--- src/rtl/axi_lite_uart_if.sv ---
// AXI-Lite bus bundle carrying one register-access port.
//   ADDR_WIDTH : address width of the AW/AR channels
//   DATA_WIDTH : data width of the W/R channels (byte strobes = DATA_WIDTH/8)
// Modports:
//   slave  : peripheral side (accepts AW/W/AR, returns B/R)
//   master : initiator side
interface AXI_LITE #(
  parameter int ADDR_WIDTH = 64,
  parameter int DATA_WIDTH = 32
);
  logic [ADDR_WIDTH-1:0]   awaddr;
  logic                    awvalid;
  logic                    awready;
  logic [DATA_WIDTH-1:0]   wdata;
  logic [DATA_WIDTH/8-1:0] wstrb;
  logic                    wvalid;
  logic                    wready;
  logic [1:0]              bresp;
  logic                    bvalid;
  logic                    bready;
  logic [ADDR_WIDTH-1:0]   araddr;
  logic                    arvalid;
  logic                    arready;
  logic [DATA_WIDTH-1:0]   rdata;
  logic [1:0]              rresp;
  logic                    rvalid;
  logic                    rready;

  modport slave (
    input  awaddr, awvalid, wdata, wstrb, wvalid, bready, araddr, arvalid, rready,
    output awready, wready, bresp, bvalid, arready, rdata, rresp, rvalid
  );

  modport master (
    output awaddr, awvalid, wdata, wstrb, wvalid, bready, araddr, arvalid, rready,
    input  awready, wready, bresp, bvalid, arready, rdata, rresp, rvalid
  );
endinterface

--- src/rtl/axi_lite_uart.sv ---
// AXI-Lite UART peripheral, 8N1, with TX/RX FIFOs, programmable baud divider,
// sticky error flags and a level interrupt.
//
// axi_lite_uart_fifo : small synchronous FIFO used for both directions.
//   clk, rst          : clock, synchronous active-high reset
//   i_push / i_data   : write strobe and data (caller guarantees room or a same-cycle pop)
//   i_pop             : read strobe (caller guarantees non-empty)
//   o_data            : head entry, valid while !o_empty
//   o_empty / o_full  : occupancy flags
//
// axi_lite_uart (top):
//   clk  : system clock
//   rst  : synchronous active-high reset
//   axi  : AXI-Lite slave register port (32-bit data, addr[7:0] decoded)
//   tx   : serial output, idle high
//   rx   : serial input, asynchronous to clk
//   irq  : registered level interrupt
//
// Register map: 0x00 TXDATA (W), 0x04 RXDATA (R), 0x08 STATUS (R, W1C [6:5]),
//               0x0C CTRL (R/W: [15:0] div, [16] rx_ie, [17] tx_ie).

module axi_lite_uart_fifo #(
  parameter int DEPTH = 8,
  parameter int WIDTH = 8
) (
  input  logic             clk,
  input  logic             rst,
  input  logic             i_push,
  input  logic [WIDTH-1:0] i_data,
  input  logic             i_pop,
  output logic [WIDTH-1:0] o_data,
  output logic             o_empty,
  output logic             o_full
);
  localparam int AW = $clog2(DEPTH);
  localparam logic [AW-1:0] PTR_ONE  = AW'(1);
  localparam logic [AW:0]   CNT_ONE  = (AW+1)'(1);
  localparam logic [AW:0]   CNT_FULL = (AW+1)'(DEPTH);

  logic [WIDTH-1:0] r_mem [DEPTH];
  logic [AW-1:0]    r_wr_ptr;
  logic [AW-1:0]    r_rd_ptr;
  logic [AW:0]      r_count;

  // Storage has no reset so it can map onto distributed RAM.
  always_ff @(posedge clk) begin
    if (i_push) begin
      r_mem[r_wr_ptr] <= i_data;
    end
  end

  always_ff @(posedge clk) begin
    if (rst) begin
      r_wr_ptr <= '0;
      r_rd_ptr <= '0;
      r_count  <= '0;
    end else begin
      if (i_push) r_wr_ptr <= r_wr_ptr + PTR_ONE;
      if (i_pop)  r_rd_ptr <= r_rd_ptr + PTR_ONE;
      case ({i_push, i_pop})
        2'b10:   r_count <= r_count + CNT_ONE;
        2'b01:   r_count <= r_count - CNT_ONE;
        default: r_count <= r_count;
      endcase
    end
  end

  assign o_data  = r_mem[r_rd_ptr];
  assign o_empty = (r_count == '0);
  assign o_full  = (r_count == CNT_FULL);
endmodule

module axi_lite_uart #(
  parameter int          ADDR_WIDTH  = 64,
  parameter int          FIFO_DEPTH  = 8,
  parameter logic [15:0] DEFAULT_DIV = 16'd867
) (
  input  logic clk,
  input  logic rst,
  AXI_LITE.slave axi,
  output logic tx,
  input  logic rx,
  output logic irq
);
  localparam logic [7:0] ADDR_TXDATA = 8'h00;
  localparam logic [7:0] ADDR_RXDATA = 8'h04;
  localparam logic [7:0] ADDR_STATUS = 8'h08;
  localparam logic [7:0] ADDR_CTRL   = 8'h0C;
  localparam logic [1:0] RESP_OKAY   = 2'b00;
  localparam logic [1:0] RESP_SLVERR = 2'b10;

  typedef enum logic [1:0] {TX_IDLE, TX_START, TX_DATA, TX_STOP} tx_state_t;
  typedef enum logic [1:0] {RX_IDLE, RX_START, RX_DATA, RX_STOP} rx_state_t;

  // Bus handshakes and decode
  logic        w_wr_hs;
  logic        w_rd_hs;
  logic [7:0]  w_wr_addr;
  logic [7:0]  w_rd_addr;
  logic        w_tx_wr_sel;
  logic        w_clr_ovf;
  logic        w_clr_ferr;
  logic [31:0] w_status;
  logic [31:0] w_ctrl;

  logic        r_bvalid;
  logic [1:0]  r_bresp;
  logic        r_rvalid;
  logic [31:0] r_rdata;
  logic [1:0]  r_rresp;

  // Control / status
  logic [15:0] r_div;
  logic        r_rx_ie;
  logic        r_tx_ie;
  logic        r_rx_ovf;
  logic        r_frame_err;
  logic        r_irq;

  // FIFOs
  logic        w_tx_push;
  logic        w_tx_pop;
  logic [7:0]  w_tx_head;
  logic        w_tx_empty;
  logic        w_tx_full;
  logic        w_rx_push;
  logic        w_rx_pop;
  logic [7:0]  w_rx_head;
  logic        w_rx_empty;
  logic        w_rx_full;

  // Transmitter
  tx_state_t   r_tx_state;
  logic [15:0] r_tx_cnt;
  logic [15:0] r_tx_div;
  logic [7:0]  r_tx_shift;
  logic [2:0]  r_tx_bit;
  logic        r_tx;
  logic        w_tx_bit_end;
  logic        w_tx_busy;

  // Receiver
  logic        r_rx_s1;
  logic        r_rx_s2;
  logic        r_rx_prev;
  rx_state_t   r_rx_state;
  logic [15:0] r_rx_cnt;
  logic [15:0] r_rx_div;
  logic [7:0]  r_rx_shift;
  logic [2:0]  r_rx_bit;
  logic        w_rx_fall;
  logic        w_rx_bit_end;
  logic [16:0] w_rx_div_p1;
  logic [15:0] w_rx_half;

  logic        w_unused;

  // ---------------------------------------------------------------------------
  // Handshakes: ready is combinational so the register side effect lands in the
  // same cycle as the handshake. Gated by rst so nothing is accepted in reset.
  // ---------------------------------------------------------------------------
  assign w_wr_hs     = axi.awvalid && axi.wvalid && !r_bvalid && !rst;
  assign w_rd_hs     = axi.arvalid && !r_rvalid && !rst;
  assign axi.awready = w_wr_hs;
  assign axi.wready  = w_wr_hs;
  assign axi.arready = w_rd_hs;
  assign axi.bvalid  = r_bvalid;
  assign axi.bresp   = r_bresp;
  assign axi.rvalid  = r_rvalid;
  assign axi.rdata   = r_rdata;
  assign axi.rresp   = r_rresp;

  assign w_wr_addr = axi.awaddr[7:0];
  assign w_rd_addr = axi.araddr[7:0];

  assign w_tx_wr_sel = w_wr_hs && (w_wr_addr == ADDR_TXDATA) && axi.wstrb[0];
  // A full FIFO still accepts a byte when the transmitter pops in the same cycle.
  assign w_tx_push   = w_tx_wr_sel && (!w_tx_full || w_tx_pop);
  assign w_rx_pop    = w_rd_hs && (w_rd_addr == ADDR_RXDATA) && !w_rx_empty;
  assign w_clr_ovf   = w_wr_hs && (w_wr_addr == ADDR_STATUS) && axi.wstrb[0] && axi.wdata[5];
  assign w_clr_ferr  = w_wr_hs && (w_wr_addr == ADDR_STATUS) && axi.wstrb[0] && axi.wdata[6];

  assign w_status = {25'd0, r_frame_err, r_rx_ovf, w_tx_busy, w_rx_full,
                     w_rx_empty, w_tx_empty, w_tx_full};
  assign w_ctrl   = {14'd0, r_tx_ie, r_rx_ie, r_div};

  // Write channel and CTRL register
  always_ff @(posedge clk) begin
    if (rst) begin
      r_bvalid <= 1'b0;
      r_bresp  <= RESP_OKAY;
      r_div    <= DEFAULT_DIV;
      r_rx_ie  <= 1'b0;
      r_tx_ie  <= 1'b0;
    end else if (w_wr_hs) begin
      r_bvalid <= 1'b1;
      case (w_wr_addr)
        ADDR_TXDATA: r_bresp <= (w_tx_wr_sel && !w_tx_push) ? RESP_SLVERR : RESP_OKAY;
        ADDR_RXDATA: r_bresp <= RESP_OKAY;
        ADDR_STATUS: r_bresp <= RESP_OKAY;
        ADDR_CTRL: begin
          r_bresp <= RESP_OKAY;
          if (axi.wstrb[0]) r_div[7:0]  <= axi.wdata[7:0];
          if (axi.wstrb[1]) r_div[15:8] <= axi.wdata[15:8];
          if (axi.wstrb[2]) begin
            r_rx_ie <= axi.wdata[16];
            r_tx_ie <= axi.wdata[17];
          end
        end
        default: r_bresp <= RESP_SLVERR;
      endcase
    end else if (r_bvalid && axi.bready) begin
      r_bvalid <= 1'b0;
    end
  end

  // Read channel: data captured at the AR handshake and held until rready.
  always_ff @(posedge clk) begin
    if (rst) begin
      r_rvalid <= 1'b0;
      r_rdata  <= '0;
      r_rresp  <= RESP_OKAY;
    end else if (w_rd_hs) begin
      r_rvalid <= 1'b1;
      r_rresp  <= RESP_OKAY;
      case (w_rd_addr)
        ADDR_TXDATA: r_rdata <= '0;
        ADDR_RXDATA: r_rdata <= w_rx_empty ? 32'd0 : {23'd0, 1'b1, w_rx_head};
        ADDR_STATUS: r_rdata <= w_status;
        ADDR_CTRL:   r_rdata <= w_ctrl;
        default: begin
          r_rdata <= '0;
          r_rresp <= RESP_SLVERR;
        end
      endcase
    end else if (r_rvalid && axi.rready) begin
      r_rvalid <= 1'b0;
    end
  end

  axi_lite_uart_fifo #(.DEPTH(FIFO_DEPTH), .WIDTH(8)) u_tx_fifo (
    .clk     (clk),
    .rst     (rst),
    .i_push  (w_tx_push),
    .i_data  (axi.wdata[7:0]),
    .i_pop   (w_tx_pop),
    .o_data  (w_tx_head),
    .o_empty (w_tx_empty),
    .o_full  (w_tx_full)
  );

  axi_lite_uart_fifo #(.DEPTH(FIFO_DEPTH), .WIDTH(8)) u_rx_fifo (
    .clk     (clk),
    .rst     (rst),
    .i_push  (w_rx_push),
    .i_data  (r_rx_shift),
    .i_pop   (w_rx_pop),
    .o_data  (w_rx_head),
    .o_empty (w_rx_empty),
    .o_full  (w_rx_full)
  );

  // ---------------------------------------------------------------------------
  // Transmitter. Every state lasts r_tx_div+1 cycles; comparing the counter
  // against the divider (rather than counting down) keeps div=0 safe.
  // ---------------------------------------------------------------------------
  assign w_tx_bit_end = (r_tx_cnt == r_tx_div);
  assign w_tx_busy    = (r_tx_state != TX_IDLE);
  assign w_tx_pop     = !w_tx_empty &&
                        ((r_tx_state == TX_IDLE) || ((r_tx_state == TX_STOP) && w_tx_bit_end));

  always_ff @(posedge clk) begin
    if (rst) begin
      r_tx_state <= TX_IDLE;
      r_tx_cnt   <= '0;
      r_tx_div   <= DEFAULT_DIV;
      r_tx_shift <= '0;
      r_tx_bit   <= '0;
      r_tx       <= 1'b1;
    end else begin
      case (r_tx_state)
        TX_IDLE: begin
          if (w_tx_pop) begin
            r_tx_shift <= w_tx_head;
            r_tx_div   <= r_div;          // divider changes apply per frame
            r_tx_cnt   <= '0;
            r_tx_state <= TX_START;
            r_tx       <= 1'b0;
          end
        end
        TX_START: begin
          if (w_tx_bit_end) begin
            r_tx_cnt   <= '0;
            r_tx_bit   <= '0;
            r_tx_state <= TX_DATA;
            r_tx       <= r_tx_shift[0];
          end else begin
            r_tx_cnt <= r_tx_cnt + 16'd1;
          end
        end
        TX_DATA: begin
          if (w_tx_bit_end) begin
            r_tx_cnt <= '0;
            if (r_tx_bit == 3'd7) begin
              r_tx_state <= TX_STOP;
              r_tx       <= 1'b1;
            end else begin
              r_tx_bit   <= r_tx_bit + 3'd1;
              r_tx_shift <= {1'b0, r_tx_shift[7:1]};
              r_tx       <= r_tx_shift[1];
            end
          end else begin
            r_tx_cnt <= r_tx_cnt + 16'd1;
          end
        end
        TX_STOP: begin
          if (w_tx_bit_end) begin
            r_tx_cnt <= '0;
            if (w_tx_pop) begin
              r_tx_shift <= w_tx_head;
              r_tx_div   <= r_div;
              r_tx_state <= TX_START;
              r_tx       <= 1'b0;
            end else begin
              r_tx_state <= TX_IDLE;
            end
          end else begin
            r_tx_cnt <= r_tx_cnt + 16'd1;
          end
        end
        default: r_tx_state <= TX_IDLE;
      endcase
    end
  end

  assign tx = r_tx;

  // ---------------------------------------------------------------------------
  // Receiver. Half-bit offset computed in 17 bits so div=0xFFFF cannot wrap.
  // ---------------------------------------------------------------------------
  assign w_rx_div_p1  = {1'b0, r_rx_div} + 17'd1;
  assign w_rx_half    = w_rx_div_p1[16:1];
  assign w_rx_fall    = r_rx_prev && !r_rx_s2;
  assign w_rx_bit_end = (r_rx_cnt == r_rx_div);
  assign w_rx_push    = (r_rx_state == RX_STOP) && w_rx_bit_end && r_rx_s2 &&
                        (!w_rx_full || w_rx_pop);

  always_ff @(posedge clk) begin
    if (rst) begin
      r_rx_s1     <= 1'b1;
      r_rx_s2     <= 1'b1;
      r_rx_prev   <= 1'b1;
      r_rx_state  <= RX_IDLE;
      r_rx_cnt    <= '0;
      r_rx_div    <= DEFAULT_DIV;
      r_rx_shift  <= '0;
      r_rx_bit    <= '0;
      r_rx_ovf    <= 1'b0;
      r_frame_err <= 1'b0;
    end else begin
      r_rx_s1   <= rx;
      r_rx_s2   <= r_rx_s1;
      r_rx_prev <= r_rx_s2;
      // Clears first so an error detected in the same cycle still sticks.
      if (w_clr_ovf)  r_rx_ovf    <= 1'b0;
      if (w_clr_ferr) r_frame_err <= 1'b0;
      case (r_rx_state)
        RX_IDLE: begin
          if (w_rx_fall) begin
            r_rx_cnt   <= '0;
            r_rx_div   <= r_div;
            r_rx_state <= RX_START;
          end
        end
        RX_START: begin
          if (r_rx_cnt == w_rx_half) begin
            r_rx_cnt   <= '0;
            r_rx_bit   <= '0;
            // Line back high at mid start bit: treat as a glitch.
            r_rx_state <= r_rx_s2 ? RX_IDLE : RX_DATA;
          end else begin
            r_rx_cnt <= r_rx_cnt + 16'd1;
          end
        end
        RX_DATA: begin
          if (w_rx_bit_end) begin
            r_rx_cnt   <= '0;
            r_rx_shift <= {r_rx_s2, r_rx_shift[7:1]};
            if (r_rx_bit == 3'd7) begin
              r_rx_state <= RX_STOP;
            end else begin
              r_rx_bit <= r_rx_bit + 3'd1;
            end
          end else begin
            r_rx_cnt <= r_rx_cnt + 16'd1;
          end
        end
        RX_STOP: begin
          if (w_rx_bit_end) begin
            r_rx_cnt   <= '0;
            r_rx_state <= RX_IDLE;
            if (!r_rx_s2) begin
              r_frame_err <= 1'b1;
            end else if (w_rx_full && !w_rx_pop) begin
              r_rx_ovf <= 1'b1;
            end
          end else begin
            r_rx_cnt <= r_rx_cnt + 16'd1;
          end
        end
        default: r_rx_state <= RX_IDLE;
      endcase
    end
  end

  // Interrupt
  always_ff @(posedge clk) begin
    if (rst) begin
      r_irq <= 1'b0;
    end else begin
      r_irq <= (r_rx_ie && !w_rx_empty) || (r_tx_ie && w_tx_empty && !w_tx_busy);
    end
  end

  assign irq = r_irq;

  // Address bits above the decoded window and reserved data bits are ignored.
  assign w_unused = ^{axi.awaddr[ADDR_WIDTH-1:8], axi.araddr[ADDR_WIDTH-1:8],
                      axi.wdata[31:18], axi.wstrb[3], w_rx_div_p1[0]};
endmodule

--- src/flat_wrapper.sv ---
// flat-port wrapper written by rule: the top's interface ports become plain ports
module axi_lite_uart_flat 
#(
  parameter int          ADDR_WIDTH  = 64,
  parameter int          FIFO_DEPTH  = 8,
  parameter logic [15:0] DEFAULT_DIV = 16'd867
)
  (clk, rst, tx, rx, irq, axi_awaddr, axi_awvalid, axi_wdata, axi_wstrb, axi_wvalid, axi_bready, axi_araddr, axi_arvalid, axi_rready, axi_awready, axi_wready, axi_bresp, axi_bvalid, axi_arready, axi_rdata, axi_rresp, axi_rvalid);
  AXI_LITE #(.ADDR_WIDTH(ADDR_WIDTH), .DATA_WIDTH(32)) axi_i ();
  input  logic clk;
  input  logic rst;
  output logic tx;
  input  logic rx;
  output logic irq;
  input wire logic [$bits(axi_i.awaddr)-1:0] axi_awaddr;
  input wire logic [$bits(axi_i.awvalid)-1:0] axi_awvalid;
  input wire logic [$bits(axi_i.wdata)-1:0] axi_wdata;
  input wire logic [$bits(axi_i.wstrb)-1:0] axi_wstrb;
  input wire logic [$bits(axi_i.wvalid)-1:0] axi_wvalid;
  input wire logic [$bits(axi_i.bready)-1:0] axi_bready;
  input wire logic [$bits(axi_i.araddr)-1:0] axi_araddr;
  input wire logic [$bits(axi_i.arvalid)-1:0] axi_arvalid;
  input wire logic [$bits(axi_i.rready)-1:0] axi_rready;
  output wire logic [$bits(axi_i.awready)-1:0] axi_awready;
  output wire logic [$bits(axi_i.wready)-1:0] axi_wready;
  output wire logic [$bits(axi_i.bresp)-1:0] axi_bresp;
  output wire logic [$bits(axi_i.bvalid)-1:0] axi_bvalid;
  output wire logic [$bits(axi_i.arready)-1:0] axi_arready;
  output wire logic [$bits(axi_i.rdata)-1:0] axi_rdata;
  output wire logic [$bits(axi_i.rresp)-1:0] axi_rresp;
  output wire logic [$bits(axi_i.rvalid)-1:0] axi_rvalid;
  assign axi_i.awaddr = axi_awaddr;
  assign axi_i.awvalid = axi_awvalid;
  assign axi_i.wdata = axi_wdata;
  assign axi_i.wstrb = axi_wstrb;
  assign axi_i.wvalid = axi_wvalid;
  assign axi_i.bready = axi_bready;
  assign axi_i.araddr = axi_araddr;
  assign axi_i.arvalid = axi_arvalid;
  assign axi_i.rready = axi_rready;
  assign axi_awready = axi_i.awready;
  assign axi_wready = axi_i.wready;
  assign axi_bresp = axi_i.bresp;
  assign axi_bvalid = axi_i.bvalid;
  assign axi_arready = axi_i.arready;
  assign axi_rdata = axi_i.rdata;
  assign axi_rresp = axi_i.rresp;
  assign axi_rvalid = axi_i.rvalid;
  axi_lite_uart #(.ADDR_WIDTH(ADDR_WIDTH), .FIFO_DEPTH(FIFO_DEPTH), .DEFAULT_DIV(DEFAULT_DIV)) u_core (.clk(clk), .rst(rst), .axi(axi_i), .tx(tx), .rx(rx), .irq(irq));
endmodule
--- config.mk ---
export PLATFORM = sky130hd
export DESIGN_NAME = axi_lite_uart_flat
export DESIGN_NICKNAME = d
export VERILOG_FILES = /design/src/rtl/axi_lite_uart_if.sv /design/src/rtl/axi_lite_uart.sv /design/src/flat_wrapper.sv
export SDC_FILE = /design/constraint.sdc
export NUM_CORES = 1
export LEC_CHECK = 0
export CORE_AREA = 4 4 162 164
export CTS_CLUSTER_DIAMETER = 60
export DETAILED_ROUTE_END_ITERATION = 12
export DIE_AREA = 0 0 166 168
export PLACE_DENSITY = 0.8
export SETUP_SLACK_MARGIN = 0.5
export SYNTH_ARGS = -nofsm -noshare
export SYNTH_HDL_FRONTEND = slang
export SYNTH_HIERARCHICAL = 1
export SYNTH_SLANG_ARGS = --single-unit
--- constraint.sdc ---
create_clock -name clk -period 4.35 [get_ports clk]
set_input_delay 0.435 -clock clk [delete_from_list [all_inputs] [get_ports clk]]
set_output_delay 0.435 -clock clk [all_outputs]
set_load 0.01 [all_outputs]
# Word level (Yosys, flattened, before mapping)
# Memory sizes are Yosys's and may differ from the RTL's. A register that Yosys moved wholly into a read port is not among the register bits.
# Cells that the tools add are included.
[totals]
regBits = 173
mem_bits_rw = 128
in_bits = 172
output_inout_bits = 43
wordCells = 226
n_memories = 2
[classes]
n_addsub = 13
n_eq_ne = 35
muxes = 71
n_reduce_logical = 73
[memory_table]
columns = ["name", "words", "width", "rd", "rd_ports_with_merged_regs", "wr", "line_no", "rtl"]
rows = [
  ["u_core.u_rx_fifo.r_mem", 8, 8, 1, 1, 1, "axi_lite_uart.sv:40", "logic [WIDTH-1:0] r_mem [DEPTH];"],
  ["u_core.u_tx_fifo.r_mem", 8, 8, 1, 1, 1, "axi_lite_uart.sv:40", ""],
]
[op_table]
columns = ["op", "count"]
rows = [
  ["2-to-1 mux 16 bit", 7],
  ["one-hot mux 32 bit (3 select lines)", 1],
  ["one-hot mux 16 bit (2 select lines)", 2],
  ["== test 16 bit", 3],
  ["one-hot mux 16 bit (3 select lines)", 1],
  ["adder 16 x 1 -> 16 bit, second input constant", 2],
  ["== test 8 x 4 -> 1 bit, second input constant", 4],
  ["2-to-1 mux 8 bit", 4],
  ["2-to-1 mux 3 bit", 10],
  ["logical AND 1 bit", 27],
  ["2-to-1 mux 2 bit", 13],
  ["one-hot mux 8 bit (3 select lines)", 1],
  ["2-to-1 mux 1 bit", 23],
  ["adder 3 x 1 -> 3 bit, second input constant", 6],
  ["!= test 2 x 1 -> 1 bit, second input constant", 9],
  ["adder 16 x 1 -> 17 bit, second input constant", 1],
  ["== test 8 x 3 -> 1 bit, second input constant", 2],
  ["logical NOT 8 bit", 2],
  ["one-hot mux 2 bit (4 select lines)", 2],
  ["one-hot mux 4 bit (2 select lines)", 2],
  ["nonzero test 2 bit", 8],
  ["== test 2 bit, second input constant", 6],
  ["one-hot mux 3 bit (2 select lines)", 2],
  ["AND reduction 3 bit", 4],
  ["20 further kinds", 50],
]

# Depth between registers and ports, before layout
# Gate-level depths: netlist of the first run.
[logic_depth]
ltp_word = 11
depth_mapped = 15
ltp_nobuf = 15

# Hierarchy
# The synthesis of the first run kept the hierarchy.
[by_module_without_submodules]
columns = ["module", "instances", "cells_each", "area_each_um2", "seq_area_each_um2"]
rows = [
  ["axi_lite_uart", 1, 847, 7023.0, 2742.6],
  ["axi_lite_uart_fifo at u_core.u_tx_fifo", 1, 164, 3106.7, 2182.1],
  ["axi_lite_uart_fifo at u_core.u_rx_fifo", 1, 163, 3101.7, 2182.1],
]

# Least setup slack after synthesis of the first run
# OpenSTA, ideal clock, no wires.
[synth_timing]
path_kind = "input port to flip-flop"
startpoint = "input axi_araddr[7]"
endpoint = "register u_core.u_rx_fifo.r_count[2]"
setup_time_ns = 0.071
t_arrival_ns = 3.911
slack_ns = 0.368
stages = 15
cell_sequence = "or4_1 > nor3_1 > and3_1 > clkbuf_1 > and2_1 > nor2b_1 > nor3_1 > inv_1 > ha_1 > xor2_1 > ha_1 > a21oi_1 > xor2_1 > or3_1 > a21oi_1"
[synth_via]
elab_chain_cells = 7
word_cells_on_any_way = 9
cone_classes = "eq/ne: 3; mux: 1; reduce/logical: 5"
[synth_rtl]
columns = ["item", "line_no", "rtl"]
rows = [
  ["start: declaration", "flat_wrapper.sv:21", "input wire logic [$bits(axi_i.araddr)-1:0] axi_araddr;"],
  ["== test 8 x 3 -> 1 bit (*)", "axi_lite_uart.sv:179", "assign w_rx_pop = w_rd_hs && (w_rd_addr == ADDR_RXDATA) && !w_rx_empty;"],
  ["logical AND 1 bit (*) (2 in a row)", "axi_lite_uart.sv:179", ""],
  ["named net u_core.w_rx_pop", "axi_lite_uart.sv:127", "logic w_rx_pop;"],
  ["logical OR 1 bit (*)", "axi_lite_uart.sv:346", "(!w_rx_full || w_rx_pop);"],
  ["logical AND 1 bit (*)", "axi_lite_uart.sv:345", "assign w_rx_push = (r_rx_state == RX_STOP) && w_rx_bit_end && r_rx_s2 &&"],
  ["named net u_core.w_rx_push", "axi_lite_uart.sv:126", "logic w_rx_push;"],
  ["== test 2 x 1 -> 1 bit / == test 2 bit (equally long branches)", "axi_lite_uart.sv:60", "case ({i_push, i_pop})"],
  ["one-hot mux 4 bit (2 select lines) / nonzero test 2 bit (equally long branches)", "n/a", ""],
  ["end signal: assignment", "axi_lite_uart.sv:61", "2'b10: r_count <= r_count + CNT_ONE;"],
  ["end signal: assignment", "axi_lite_uart.sv:62", "2'b01: r_count <= r_count - CNT_ONE;"],
  ["end signal: assignment", "axi_lite_uart.sv:63", "default: r_count <= r_count;"],
  ["end: declaration", "axi_lite_uart.sv:43", "logic [AW:0] r_count;"],
]
# The timed path passes the listed nets; every way through them passes the cells marked *.
# A chain may end at the register's enable or synchronous reset.

# Worst setup path in the final report of the first run
[layout_timing]
startpoint = "register u_core.r_tx_cnt[3]"
endpoint = "register u_core.u_tx_fifo.r_count[3]"
[layout_via]
elab_chain_cells = 8
word_cells_on_any_way = 10
cone_classes = "eq/ne: 3; mux: 1; reduce/logical: 6"
[layout_rtl]
columns = ["item", "line_no", "rtl"]
rows = [
  ["start: declaration", "axi_lite_uart.sv:134", "logic [15:0] r_tx_cnt;"],
  ["start signal: assignment", "axi_lite_uart.sv:298", "r_tx_cnt <= r_tx_cnt + 16'd1;"],
  ["start signal: assignment", "axi_lite_uart.sv:313", "r_tx_cnt <= r_tx_cnt + 16'd1;"],
  ["start signal: assignment", "axi_lite_uart.sv:328", "r_tx_cnt <= r_tx_cnt + 16'd1;"],
  ["== test 16 bit (*)", "axi_lite_uart.sv:267", "assign w_tx_bit_end = (r_tx_cnt == r_tx_div);"],
  ["logical AND 1 bit (*)", "axi_lite_uart.sv:270", "((r_tx_state == TX_IDLE) || ((r_tx_state == TX_STOP) && w_tx_bit_end));"],
  ["logical OR 1 bit (*)", "axi_lite_uart.sv:270", ""],
  ["logical AND 1 bit (*)", "axi_lite_uart.sv:269", "assign w_tx_pop = !w_tx_empty &&"],
  ["named net u_core.w_tx_pop", "axi_lite_uart.sv:122", "logic w_tx_pop;"],
  ["logical OR 1 bit (*)", "axi_lite_uart.sv:178", "assign w_tx_push = w_tx_wr_sel && (!w_tx_full || w_tx_pop);"],
  ["logical AND 1 bit (*)", "axi_lite_uart.sv:178", ""],
  ["named net u_core.w_tx_push", "axi_lite_uart.sv:121", "logic w_tx_push;"],
  ["== test 2 x 1 -> 1 bit / == test 2 bit (equally long branches)", "axi_lite_uart.sv:60", ""],
  ["one-hot mux 4 bit (2 select lines) / nonzero test 2 bit (equally long branches)", "n/a", ""],
  ["end signal: assignment", "axi_lite_uart.sv:61", ""],
  ["end signal: assignment", "axi_lite_uart.sv:62", ""],
  ["end signal: assignment", "axi_lite_uart.sv:63", ""],
  ["end: declaration", "axi_lite_uart.sv:43", ""],
]
# Marks and branches as above.

==> parameters.txt, run 1 <==
Parameter                              Value

Clock tree
  CTS tree    built
  CTS sink count    291
  Clock edge transition at the registers on the reported setup and hold paths    approximately 0.06 ns
  Number of CTS-inserted buffers    30
  Number of buffers on the longest clock path    3
  CTS H-Tree Depth    1
  CTS Root Buffer Type    sky130_fd_sc_hd__clkbuf_16
  Number of hold buffers added after cts    0
  Insertion delay of the later-clocked pin in the worst-skew pair    0.55 ns

Outcome
  Outcome    completed

Drt
  Post-DR vias/cell    roughly 5.7
  Final routed wire length divided by cell count    roughly 18 um
  Number of DRC violations after detailed-routing iteration 0    824
  Total routed wirelength    a little under 30000 um
  Via total after detailed routing    between 9000 and 10000
  Antenna Violating Nets Remaining    0
  First-pass detailed-route iteration total    5
  Post-route DRC violation count    0

Timing
  Worst-case clock skew    0.0153 ns
  Hold Fails Final Rpt    0
  Worst hold slack across all endpoints    0.411 ns
  Count of final max-slew check failures    0
  Max Freq    about 280 MHz
  Max-Slew Margin vs Limit    between 30% and 40%
  Final period demand of the worst path    3.57 ns
  Measured slew at the worst slew-check pin    0.976 ns
  Unrepaired setup endpoints after global routing    false
  Setup TNS    0 ns
  Post-route fraction of the period consumed by the critical path    between 80 and 90%
  Final count of negative-setup-slack endpoints    0

Global routing
  Pin count of the biggest net entering global routing    70
  Number of antenna violations at the first check in global routing    0
  First-pass GRT wire length    46200 um
  Total gr overflow    0
  Combined global-route utilization of all metal layers    between 20% and 30%
  Via count of the first global-routing pass    8812

Worst setup path
  Worst-case register-to-register setup slack    roughly 0.8 ns
  Startpoint Class    register
  CP Data Required Time    4.78 ns
  Launch point of the worst reg-to-reg path    u_core/r_tx_cnt[3]
  Register-to-Register Path Depth    13
  Maximum fanout encountered on the critical timing path    7
  Terminus of the critical flop-to-flop path    u_core/u_tx_fifo/r_count[3]
  List of cells traversed by the critical path    xnor2_1 > nand4_1 > nor4_4 > a21oi_1 > nor2_1 > nor2b_1 > nor2_2 > inv_1 > ha_1 > nor4b_1 > a41oi_1 > o41ai_1 > mux2_2
  Setup Crit Path Kind    register to register
  Worst-path cell with the longest stage delay    sky130_fd_sc_hd__ha_1
  Family with the most delay on the worst path    simple AND/OR/NAND/NOR gates
  Crit path buffers/inverters    1
  Biggest cell delay along the critical path    0.43 ns
  Data arrival time at the worst-slack endpoint    roughly 4.0 ns
  Kind of capture point of the worst setup path    register

Flow run
  Max-cap violations    0

Die
  Die area    around 0.028 mm^2
  Area of the core    0.0249 mm^2
  Starting utilization of the core area    53.2%
  Top-Level Pins    215
  Rows    58
  Height of the chip    between 150 and 200 um
  Horizontal extent of the die    166 um

Final layout
  Non-Filler Cell Area, Final    0.0153 mm^2
  Footprint of the multi-input gates    0.00570 mm^2
  Net count, final    1426
  Area grow syn2layout    15.7%
  Filler Cells Inserted    1884
  Diodes inserted    0
  FF+latch area    around 0.0071 mm^2
  Share of cells above drive strength 1    10.9%
  Core occupancy in the finished layout    around three fifths

Power
  Net switching component of the power    1320 uW
  Switching share of power    21.7%
  Maximum resistive drop on vdd    0.275 mV
  Internal power of the cells    4780 uW
  Static leakage    0.00519 uW
  Share of power burned in the clock network    between 40% and 50%
  Overall power    6100 uW
  Part of the power in combinational logic    5.3%
  Power density normalized to cell area    399 mW/mm^2
  Portion of total power attributed to sequential cells    roughly 48%

Logic synthesis
  Number of enable flip-flop cells after synthesis    128
  Most common flop cell mapped by yosys    sky130_fd_sc_hd__dfxtp_1
  Synth Area per Inst    roughly 11 um^2
  Number of warnings printed during yosys synthesis    6
  Yosys cell types    77
  Total of flip-flops plus latches after synthesis    291
  Cell area after synthesis    0.0132 mm^2
  Share of the yosys chip area belonging to registers    53.7%
  Ys async rst share    0%
  Mapped Cells    1174

Worst hold path
  Endpoint of the worst hold path    u_core/axi.bresp[1]
  Startpoint of the most critical hold path    rst
  Worst hold path class    input pin to register
  Hold Path Cell Cnt    4

Placed design
  Port buffer count    71
  Weighted congestion reported at the end of routability-driven placement    0.867
  Total cell area at the placement stage    0.0142 mm^2
  DP HPWL    19000 um
[cell usage after synthesis, types with 4 or more instances]
master	instances	area share [%]
sky130_fd_sc_hd__dfxtp_1	163	25
sky130_fd_sc_hd__nand2_1	158	4.5
sky130_fd_sc_hd__nor2_1	130	3.7
sky130_fd_sc_hd__edfxtp_1	128	29
sky130_fd_sc_hd__xnor2_1	57	3.8
sky130_fd_sc_hd__a21oi_1	50	1.9
sky130_fd_sc_hd__clkbuf_1	46	1.3
sky130_fd_sc_hd__mux2i_1	42	3.2
sky130_fd_sc_hd__nand3_1	32	1.2
sky130_fd_sc_hd__mux4_1	30	6.0
sky130_fd_sc_hd__mux2_2	26	2.2
sky130_fd_sc_hd__xor2_1	25	1.7
sky130_fd_sc_hd__ha_1	22	2.1
sky130_fd_sc_hd__buf_4	18	1.0
sky130_fd_sc_hd__nand2b_1	17	0.80
sky130_fd_sc_hd__nand4_1	17	0.80
sky130_fd_sc_hd__nor3_1	13	0.49
sky130_fd_sc_hd__o21ai_0	13	0.49
sky130_fd_sc_hd__a22o_1	11	0.73
sky130_fd_sc_hd__inv_1	11	0.31
sky130_fd_sc_hd__nor2b_1	11	0.52
sky130_fd_sc_hd__a211oi_1	10	0.57
sky130_fd_sc_hd__and3_1	10	0.47
sky130_fd_sc_hd__o211ai_1	10	0.57
sky130_fd_sc_hd__and2_1	9	0.43
sky130_fd_sc_hd__buf_2	9	0.34
sky130_fd_sc_hd__a22oi_1	8	0.45
sky130_fd_sc_hd__buf_1	8	0.23
sky130_fd_sc_hd__nor4_1	7	0.33
sky130_fd_sc_hd__or3_1	7	0.33
sky130_fd_sc_hd__o21ai_1	5	0.19
sky130_fd_sc_hd__o221ai_2	5	0.57
sky130_fd_sc_hd__or2_2	4	0.19
[metal layers]
layer	track usage, %	vias to the layer above	part of all wire (%)
met5	0	-	0
met4	5.70	0	2.2
met3	2.89	50	5.6
met2	33.7	279	48
met1	27.5	4391	45
li1	-	4298	-
[cells by family after synthesis]
family / count (synthesis) / share of synthesized area (%)
AOI/OAI and AO/OA: 141 / 7.71
muxes: 100 / 11.7
other: 1 / 0.0283
DFF: 291 / 53.7
xor gates and xnor gates: 82 / 5.43
and+or+nand+nor: 439 / 15.6
buffers and inverters: 98 / 3.79
adders and majority gates: 22 / 2.08
[tightest hold or removal path: stages]
cell                       delay [ns]
sky130_fd_sc_hd__buf_4           0.15
sky130_fd_sc_hd__nor4bb_1        0.06
sky130_fd_sc_hd__buf_4           0.15
sky130_fd_sc_hd__mux2i_1         0.11
[power groups by stage]
stage               Combinational [uW]  Sequential (uW)  Clock (uW)
floorplan                          231             2940           0
global placement                   315             2960           0
detailed placement                 323             2960           0
CTS                                326             2900        2910
global route                       359             2900        3040
finish                             326             2900        2880
[through the flow]
stage,setup slack (ns),instances
2_1_floorplan,0.548,1189
3_3_place_gp,0.458,1529
3_5_place_dp,0.418,1529
4_1_cts,0.523,1585
5_1_grt,0.600,1586
6_report,0.782,1586
[registers in the layout (all words and copies together), names as in the netlist, 4 cells and up, named ones only]
signal and cells:
u_core/r_rx_cnt 16, u_core/u_tx_fifo/r_mem 64, u_core/u_rx_fifo/r_mem 64, u_core/axi.rdata 18, u_core/u_tx_fifo/r_count 4, u_core/r_rx_div 16, u_core/r_tx_shift 8, u_core/r_tx_cnt 16
u_core/r_rx_shift 8, u_core/u_rx_fifo/r_count 4, u_core/r_tx_div 16, u_core/r_div 16
[cell type report]
cell class	count	area share, %
clock buffers	31	5.07
clock inverters	25	2.35
inverters	12	0.294
multi-input cells	800	37.2
flip-flops and latches	291	46.4
well taps	330	2.70
repair buffers	97	5.90
[cells in the final DEF (no fill, tap or decap), types with 12 or more instances in the layout]
cell type	instances
sky130_fd_sc_hd__mux2_2	26
sky130_fd_sc_hd__nor2_1	129
sky130_fd_sc_hd__nand2_1	158
sky130_fd_sc_hd__buf_4	27
sky130_fd_sc_hd__xor2_1	25
sky130_fd_sc_hd__clkdlybuf4s50_1	70
sky130_fd_sc_hd__a21oi_1	50
sky130_fd_sc_hd__edfxtp_1	128
sky130_fd_sc_hd__clkbuf_16	31
sky130_fd_sc_hd__xnor2_1	57
sky130_fd_sc_hd__mux2i_1	42
sky130_fd_sc_hd__nand2b_1	17
sky130_fd_sc_hd__ha_1	22
sky130_fd_sc_hd__o21ai_0	13
sky130_fd_sc_hd__nand3_1	32
sky130_fd_sc_hd__nor3_1	12
sky130_fd_sc_hd__nand4_1	17
sky130_fd_sc_hd__mux4_1	30
sky130_fd_sc_hd__dfxtp_1	163
sky130_fd_sc_hd__conb_1	16
[how the worst max path moves through the flow]
stage	startpoint	cells after the start	end
final	u_core/r_tx_cnt[3]	13	u_core/u_tx_fifo/r_count[3]
after global routing	u_core/r_tx_cnt[3]	15	u_core/u_tx_fifo/r_count[2]
after CTS	u_core/r_tx_cnt[6]	15	u_core/u_tx_fifo/r_count[2]
after detailed placement	axi_araddr[7]	15	u_core/u_rx_fifo/r_count[2]
after global placement	axi_araddr[7]	15	u_core/u_rx_fifo/r_count[2]
after floorplan	axi_araddr[7]	15	u_core/u_rx_fifo/r_count[2]
[what timing repair did]
action | 4_1_cts | 5_1_grt
setup endpoints to repair | 0 | 2
hold endpoints to repair | 0 | 0
setup buffers | 0 | 1
resized for setup | 0 | 1
Note: power is estimated with default switching activity, not from simulation.
==> inputs of run 2 (changes only) <==
- CORE_AREA: 4 4 162 164 -> 4 4 170 172
- DIE_AREA: 0 0 166 168 -> 0 0 174 176
- PLACE_DENSITY: 0.8 -> 0.76
- clock period: 4.35 -> 3.1 ns (I/O delays scaled with it)
==> run 2 against run 1 <==
Clock power rose by 34%. Highest routed layer unchanged. Via count increased by 4.4%. Combinational power increased by 85%. Global-route usage decreased by 0.28 points. Sequential share of layout area fell by 3.6 points. Critical path type unchanged.
==> parameters.txt, run 2 (synthesized netlist as in run 1, its figures left out) <==
Parameter                              Value

Clock tree
  Insertion delay of the later-clocked pin in the worst-skew pair    0.57 ns (+0.02 ns)
  Clock edge transition at the registers on the reported setup and hold paths    0.06 ns (about the same)
  Number of buffers on the longest clock path    3 (unchanged)
  CTS Root Buffer Type    sky130_fd_sc_hd__clkbuf_16
  Number of hold buffers added after cts    0 (unchanged)
  CTS sink count    291 (unchanged)
  Number of CTS-inserted buffers    31 (+3.3%)
  CTS tree    built
  CTS H-Tree Depth    1 (unchanged)

Die
  Height of the chip    176 um (+4.8%)
  Rows    61 (+5.2%)
  Starting utilization of the core area    48.2% (-5.0 points)
  Top-Level Pins    215 (unchanged)
  Horizontal extent of the die    174 um (+4.8%)
  Area of the core    0.0275 mm^2 (+10%)
  Die area    0.0306 mm^2 (+9.8%)

Final layout
  Net count, final    1506 (+5.6%)
  Area grow syn2layout    26.6%
  Most common cell after layout, fill and taps aside    sky130_fd_sc_hd__nand2_1
  Core occupancy in the finished layout    61.0% (-0.53 points)
  Most used cells in the layout excluding fill and tap cells    sky130_fd_sc_hd__nand2_1 (154), sky130_fd_sc_hd__dfxtp_1 (129), sky130_fd_sc_hd__edfxtp_1 (128)
  Non-Filler Cell Area, Final    0.0167 mm^2 (+9.4%)
  Share of cells above drive strength 1    24.8% (+14 points)
  Diodes inserted    0 (unchanged)

Power
  Maximum resistive drop on vdd    0.510 mV (+85%)
  Power density normalized to cell area    508 mW/mm^2 (+27%)
  Overall power    8510 uW (+39%)
  Static leakage    0.00580 uW (+12%)

Global routing
  Number of antenna violations at the first check in global routing    0 (unchanged)
  Total gr overflow    0 (unchanged)
  Pin count of the biggest net entering global routing    74 (+5.7%)
  Via count of the first global-routing pass    9477 (+7.5%)
  First-pass GRT wire length    49700 um (+7.6%)
  Combined global-route utilization of all metal layers    19.8% (-0.28 points)

Timing
  Max Freq    355 MHz (+27%)
  Unrepaired setup endpoints after global routing    true
  Final period demand of the worst path    2.82 ns (-0.748 ns)
  Worst hold slack across all endpoints    0.255 ns (-0.156 ns)
  Measured slew at the worst slew-check pin    1.07 ns (+0.0923 ns)
  Post-route fraction of the period consumed by the critical path    91.0% (+9.0 points)
  Hold Fails Final Rpt    0 (unchanged)
  Worst-case clock skew    0.0148 ns (-0.000530 ns)
  Count of final max-slew check failures    0 (unchanged)
  Final count of negative-setup-slack endpoints    0 (unchanged)
  Max-Slew Margin vs Limit    28.4% (-6.5 points)

Worst setup path
  Maximum fanout encountered on the critical timing path    4 (-3)
  Kind of capture point of the worst setup path    register
  Startpoint Class    register
  Data arrival time at the worst-slack endpoint    3.27 ns (-0.72 ns)
  Setup Crit Path Kind    register to register
  CP Data Required Time    3.55 ns (-1.23 ns)

Drt
  First-pass detailed-route iteration total    7 (+2)
  Post-DR vias/cell    5.60 (-1.6%)
  Post-route DRC violation count    0 (unchanged)
  Final routed wire length divided by cell count    18.4 um (+1.2%)
  Number of DRC violations after detailed-routing iteration 0    745 (-9.6%)
  Antenna Violating Nets Remaining    0 (unchanged)
  Via total after detailed routing    9417 (+4.4%)
  Total routed wirelength    31000 um (+7.4%)

Placed design
  Total cell area at the placement stage    0.0149 mm^2 (+5.0%)
  DP HPWL    19800 um (+4.2%)
  Port buffer count    71 (unchanged)
  Weighted congestion reported at the end of routability-driven placement    0.879 (+1.4%)

Flow run
  Max-cap violations    0 (unchanged)

Worst hold path
  Worst hold path class    input pin to register

Outcome
  Outcome    completed
[run 2: metal layers]
metal  wire length (um)  global-route usage, %
met5                  0                      0
met4                950                   6.10
met3               2130                   4.26
met2              14800                   32.9
met1              13100                   26.3
[run 2: timing repair]
action,4_1_cts,5_1_grt
endpoints found under the setup margin,152,126
endpoints found under the hold margin,0,0
cloned,1,0
gates resized for setup,80,46
pin swaps,48,26
buffers inserted,26,9
[run 2: metrics by stage]
step                setup WS, ns  setup TNS (ns)  cells
floorplan                -0.0490         -0.0890   1189
global placement          -0.184          -0.349   1589
detailed placement        -0.259          -0.727   1589
CTS                        0.293               0   1674
global route               0.154               0   1683
finish                     0.280               0   1683
[run 2: worst paths after layout]
path | startpoint | endpoint | slack, ns | cells past startpoint
worst max-delay path | u_core/r_rx_div[1] | u_core/u_rx_fifo/r_count[3] | 0.28 | 13
worst min-delay path | rst | u_core/r_div[5] | 0.26 | 3
worst min register to register | u_core/r_rx_s1 | u_core/r_rx_s2 | 0.41 | 1
worst max register to register | u_core/r_rx_div[1] | u_core/u_rx_fifo/r_count[3] | 0.28 | 13
[run 2: area by class of cell]
cell class	count	area [um^2]
Clock buffer	40	840
Clock inverter	18	239
Fill cell	2049	10700
Inverter	12	45.0
Multi-Input combinational cell	801	6330
Sequential cell	291	7180
Tap cell	346	433
Timing Repair Buffer	175	1680
[run 2: report_power, final]
part	switching, uW	internal (uW)
Sequential	39.2	4010
Combinational	336	268
Clock	1510	2340
[run 2: worst max-delay path, cell delays in order (launching register included)]
cell and delay, ns:
sky130_fd_sc_hd__dfxtp_4 0.35, sky130_fd_sc_hd__buf_6 0.13, sky130_fd_sc_hd__xnor2_2 0.16, sky130_fd_sc_hd__nand4_1 0.12, sky130_fd_sc_hd__nor4_2 0.32, sky130_fd_sc_hd__buf_4 0.19, sky130_fd_sc_hd__nand2_4 0.06, sky130_fd_sc_hd__nor3_4 0.16
sky130_fd_sc_hd__inv_2 0.09, sky130_fd_sc_hd__ha_4 0.17, sky130_fd_sc_hd__nand3b_1 0.19, sky130_fd_sc_hd__a211o_1 0.30, sky130_fd_sc_hd__a21oi_2 0.18, sky130_fd_sc_hd__mux2_4 0.31
==> inputs of run 3 (changes only) <==
--- a/config.mk
+++ b/config.mk
@@ -12,4 +12,5 @@
 export PLACE_DENSITY = 0.76
 export SETUP_SLACK_MARGIN = 0.5
+export SLEW_MARGIN = 5
 export SYNTH_ARGS = -nofsm -noshare
 export SYNTH_HDL_FRONTEND = slang
==> constraint.sdc (replaced) <==
create_clock -name clk -period 3.1 [get_ports clk]
set_input_delay 0.62 -clock clk [delete_from_list [all_inputs] [get_ports clk]]
set_output_delay 0.62 -clock clk [all_outputs]
set_load 0.01 [all_outputs]
==> run 3 against run 2 <==
Count of clock-buffer cells in the layout is 4 higher. Clock skew up 0.0090 ns. Critical endpoint is now u_core/u_tx_fifo/r_count[2]. Sequential share of layout area grew 0.11 points. Final area is 0.84% lower.
==> parameters.txt, run 3 (synthesized netlist as in run 1, its figures left out) <==
Parameter                              Value

Outcome
  Outcome    completed

Clock tree
  Number of hold buffers added after cts    0 (unchanged)
  CTS sink count    291 (unchanged)
  Number of buffers on the longest clock path    3 (unchanged)
  Clock edge transition at the registers on the reported setup and hold paths    0.06 ns (about the same)
  CTS Root Buffer Type    sky130_fd_sc_hd__clkbuf_16
  Insertion delay of the later-clocked pin in the worst-skew pair    0.51 ns (-0.06 ns)
  CTS tree    built
  CTS H-Tree Depth    2 (+1)
  Number of CTS-inserted buffers    34 (+9.7%)

Final layout
  Most common cell after layout, fill and taps aside    sky130_fd_sc_hd__nand2_1
  FF+latch area    0.00714 mm^2 (-0.59%)
  Share of cells above drive strength 1    22.7% (-2.1 points)
  Non-Filler Cell Area, Final    0.0166 mm^2 (-0.84%)
  Filler Cells Inserted    2083 (+1.7%)
  Footprint of the multi-input gates    0.00619 mm^2 (-2.3%)
  Diodes inserted    0 (unchanged)
  Most used cells in the layout excluding fill and tap cells    sky130_fd_sc_hd__nand2_1 (154), sky130_fd_sc_hd__dfxtp_1 (141), sky130_fd_sc_hd__edfxtp_1 (128)
  Net count, final    1516 (+0.66%)
  Area grow syn2layout    25.5%

Worst hold path
  Hold Path Cell Cnt    2 (-1)
  Worst hold path class    input pin to register

Drt
  Top routing layer in use    met4
  Final routed wire length divided by cell count    18.2 um (-1.6%)
  Post-DR vias/cell    5.54 (-0.99%)
  Total routed wirelength    30700 um (-1.0%)
  Detail Route met2 WL    14900 um (+0.67%)
  Detailed-routing wirelength on met1    13200 um (+0.71%)
  Post-route DRC violation count    0 (unchanged)
  First-pass detailed-route iteration total    5 (-2)
  Via total after detailed routing    9374 (-0.46%)
  Met3 routed WL    1810 um (-15%)
  Antenna Violating Nets Remaining    0 (unchanged)
  Number of DRC violations after detailed-routing iteration 0    706 (-5.2%)

Placed design
  DP HPWL    20400 um (+2.9%)
  Weighted congestion reported at the end of routability-driven placement    0.841 (-4.3%)
  Port buffer count    71 (unchanged)
  Total cell area at the placement stage    0.0150 mm^2 (+0.55%)

Power
  Overall power    8450 uW (-0.65%)
  Power density normalized to cell area    509 mW/mm^2 (+0.20%)
  Maximum resistive drop on vdd    0.304 mV (-40%)
  Static leakage    0.00578 uW (-0.39%)

Worst setup path
  Kind of capture point of the worst setup path    register
  Startpoint Class    register
  Setup Crit Path Kind    register to register
  Maximum fanout encountered on the critical timing path    5 (+1)
  Register-to-Register Path Depth    15 (+2)
  Data arrival time at the worst-slack endpoint    3.37 ns (+0.10 ns)
  CP Data Required Time    3.55 ns (about the same)

Global routing
  Number of antenna violations at the first check in global routing    0 (unchanged)
  Via count of the first global-routing pass    9203 (-2.9%)
  First-pass GRT wire length    48300 um (-2.7%)
  Combined global-route utilization of all metal layers    19.4% (-0.42 points)
  Pin count of the biggest net entering global routing    100 (+35%)
  Total gr overflow    0 (unchanged)

Timing
  Max Freq    342 MHz (-3.5%)
  Hold Fails Final Rpt    0 (unchanged)
  Worst-case clock skew    0.0237 ns (+0.00895 ns)
  Max-Slew Margin vs Limit    44.5% (+16 points)
  Count of final max-slew check failures    0 (unchanged)
  Measured slew at the worst slew-check pin    0.827 ns (-0.241 ns)
  Final count of negative-setup-slack endpoints    0 (unchanged)
  Post-route fraction of the period consumed by the critical path    94.3% (+3.3 points)
  Final period demand of the worst path    2.92 ns (+0.102 ns)
  Unrepaired setup endpoints after global routing    true

Die
  Die area    0.0306 mm^2 (unchanged)
  Height of the chip    176 um (unchanged)
  Top-Level Pins    215 (unchanged)
  Horizontal extent of the die    174 um (unchanged)
  Starting utilization of the core area    48.2% (unchanged)
  Area of the core    0.0275 mm^2 (unchanged)
  Rows    61 (unchanged)

Flow run
  Max-cap violations    0 (unchanged)
[run 3: cell types whose count changed in the layout (fill, tap and decap cells not counted), sizes merged, moves of 2 or more]
cell,previous run,this run
buf,105,115
clkbuf,40,44
inv,14,11
clkdlybuf4s50,67,63
bufinv,5,2
clkinvlp,1,3
clkinv,10,12
[run 3: final cells by class]
| cell class | instances | share of cell area [%] |
|---|---|---|
| Sequential cell | 291 | 43.0 |
| Multi-Input combinational cell | 801 | 37.3 |
| Timing Repair Buffer | 182 | 10.4 |
| Clock buffer | 44 | 5.48 |
| Tap cell | 346 | 2.61 |
| Clock inverter | 16 | 0.942 |
| Inverter | 12 | 0.271 |
[run 3: report_power, final]
group          switching [uW]  internal (uW)
Clock                    1540           2250
Sequential               40.7           4020
Combinational             330            266
[run 3: layer usage]
metal | global-route usage, % | up-vias
li1 | - | 4491
met1 | 25.7 | 4565
met2 | 33.1 | 274
met3 | 3.45 | 44
met4 | 5.21 | 0
met5 | 0 | -
[run 3: worst paths after layout]
kind | start | end | slack (ns)
worst min-delay path | rst | u_core/u_tx_fifo/r_wr_ptr[2] | 0.41
worst min register to register | u_core/r_rx_s1 | u_core/r_rx_s2 | 0.43
worst max register to register | u_core/r_tx_cnt[1] | u_core/u_tx_fifo/r_count[2] | 0.18
worst max-delay path | u_core/r_tx_cnt[1] | u_core/u_tx_fifo/r_count[2] | 0.18
[run 3: worst max-delay path: stages (launching register included)]
cell,delay (ns)
sky130_fd_sc_hd__dfxtp_4,0.37
sky130_fd_sc_hd__xnor2_4,0.17
sky130_fd_sc_hd__nand4_1,0.19
sky130_fd_sc_hd__nor4_4,0.42
sky130_fd_sc_hd__a21oi_2,0.13
sky130_fd_sc_hd__nor2_4,0.20
sky130_fd_sc_hd__nor2b_4,0.07
sky130_fd_sc_hd__nor2_4,0.10
sky130_fd_sc_hd__inv_2,0.07
sky130_fd_sc_hd__ha_4,0.19
sky130_fd_sc_hd__xor2_2,0.16
sky130_fd_sc_hd__ha_4,0.18
sky130_fd_sc_hd__a21oi_2,0.11
sky130_fd_sc_hd__xor2_1,0.08
sky130_fd_sc_hd__or3_1,0.31
sky130_fd_sc_hd__a21oi_1,0.12
[run 3: repair_timing]
item	4_1_cts	5_1_grt
gates cloned	2	0
buffers inserted	17	10
pin swaps	31	36
setup endpoints to repair	106	104
gates resized for setup	44	58
endpoints found under the hold margin	0	0
[run 3: through the flow]
stage	cells	hold slack [ns]	TNS, ns	utilization, %	setup WS, ns
finish	1692	0.411	0	60.4	0.177
detailed placement	1603	0.399	-17.67	54.4	-0.580
CTS	1682	0.406	0	59.2	0.189
global placement	1603	0.398	-15.90	54.4	-0.504
global route	1692	0.410	0	60.4	0.105
floorplan	1189	0.389	-1.40	-	-0.359
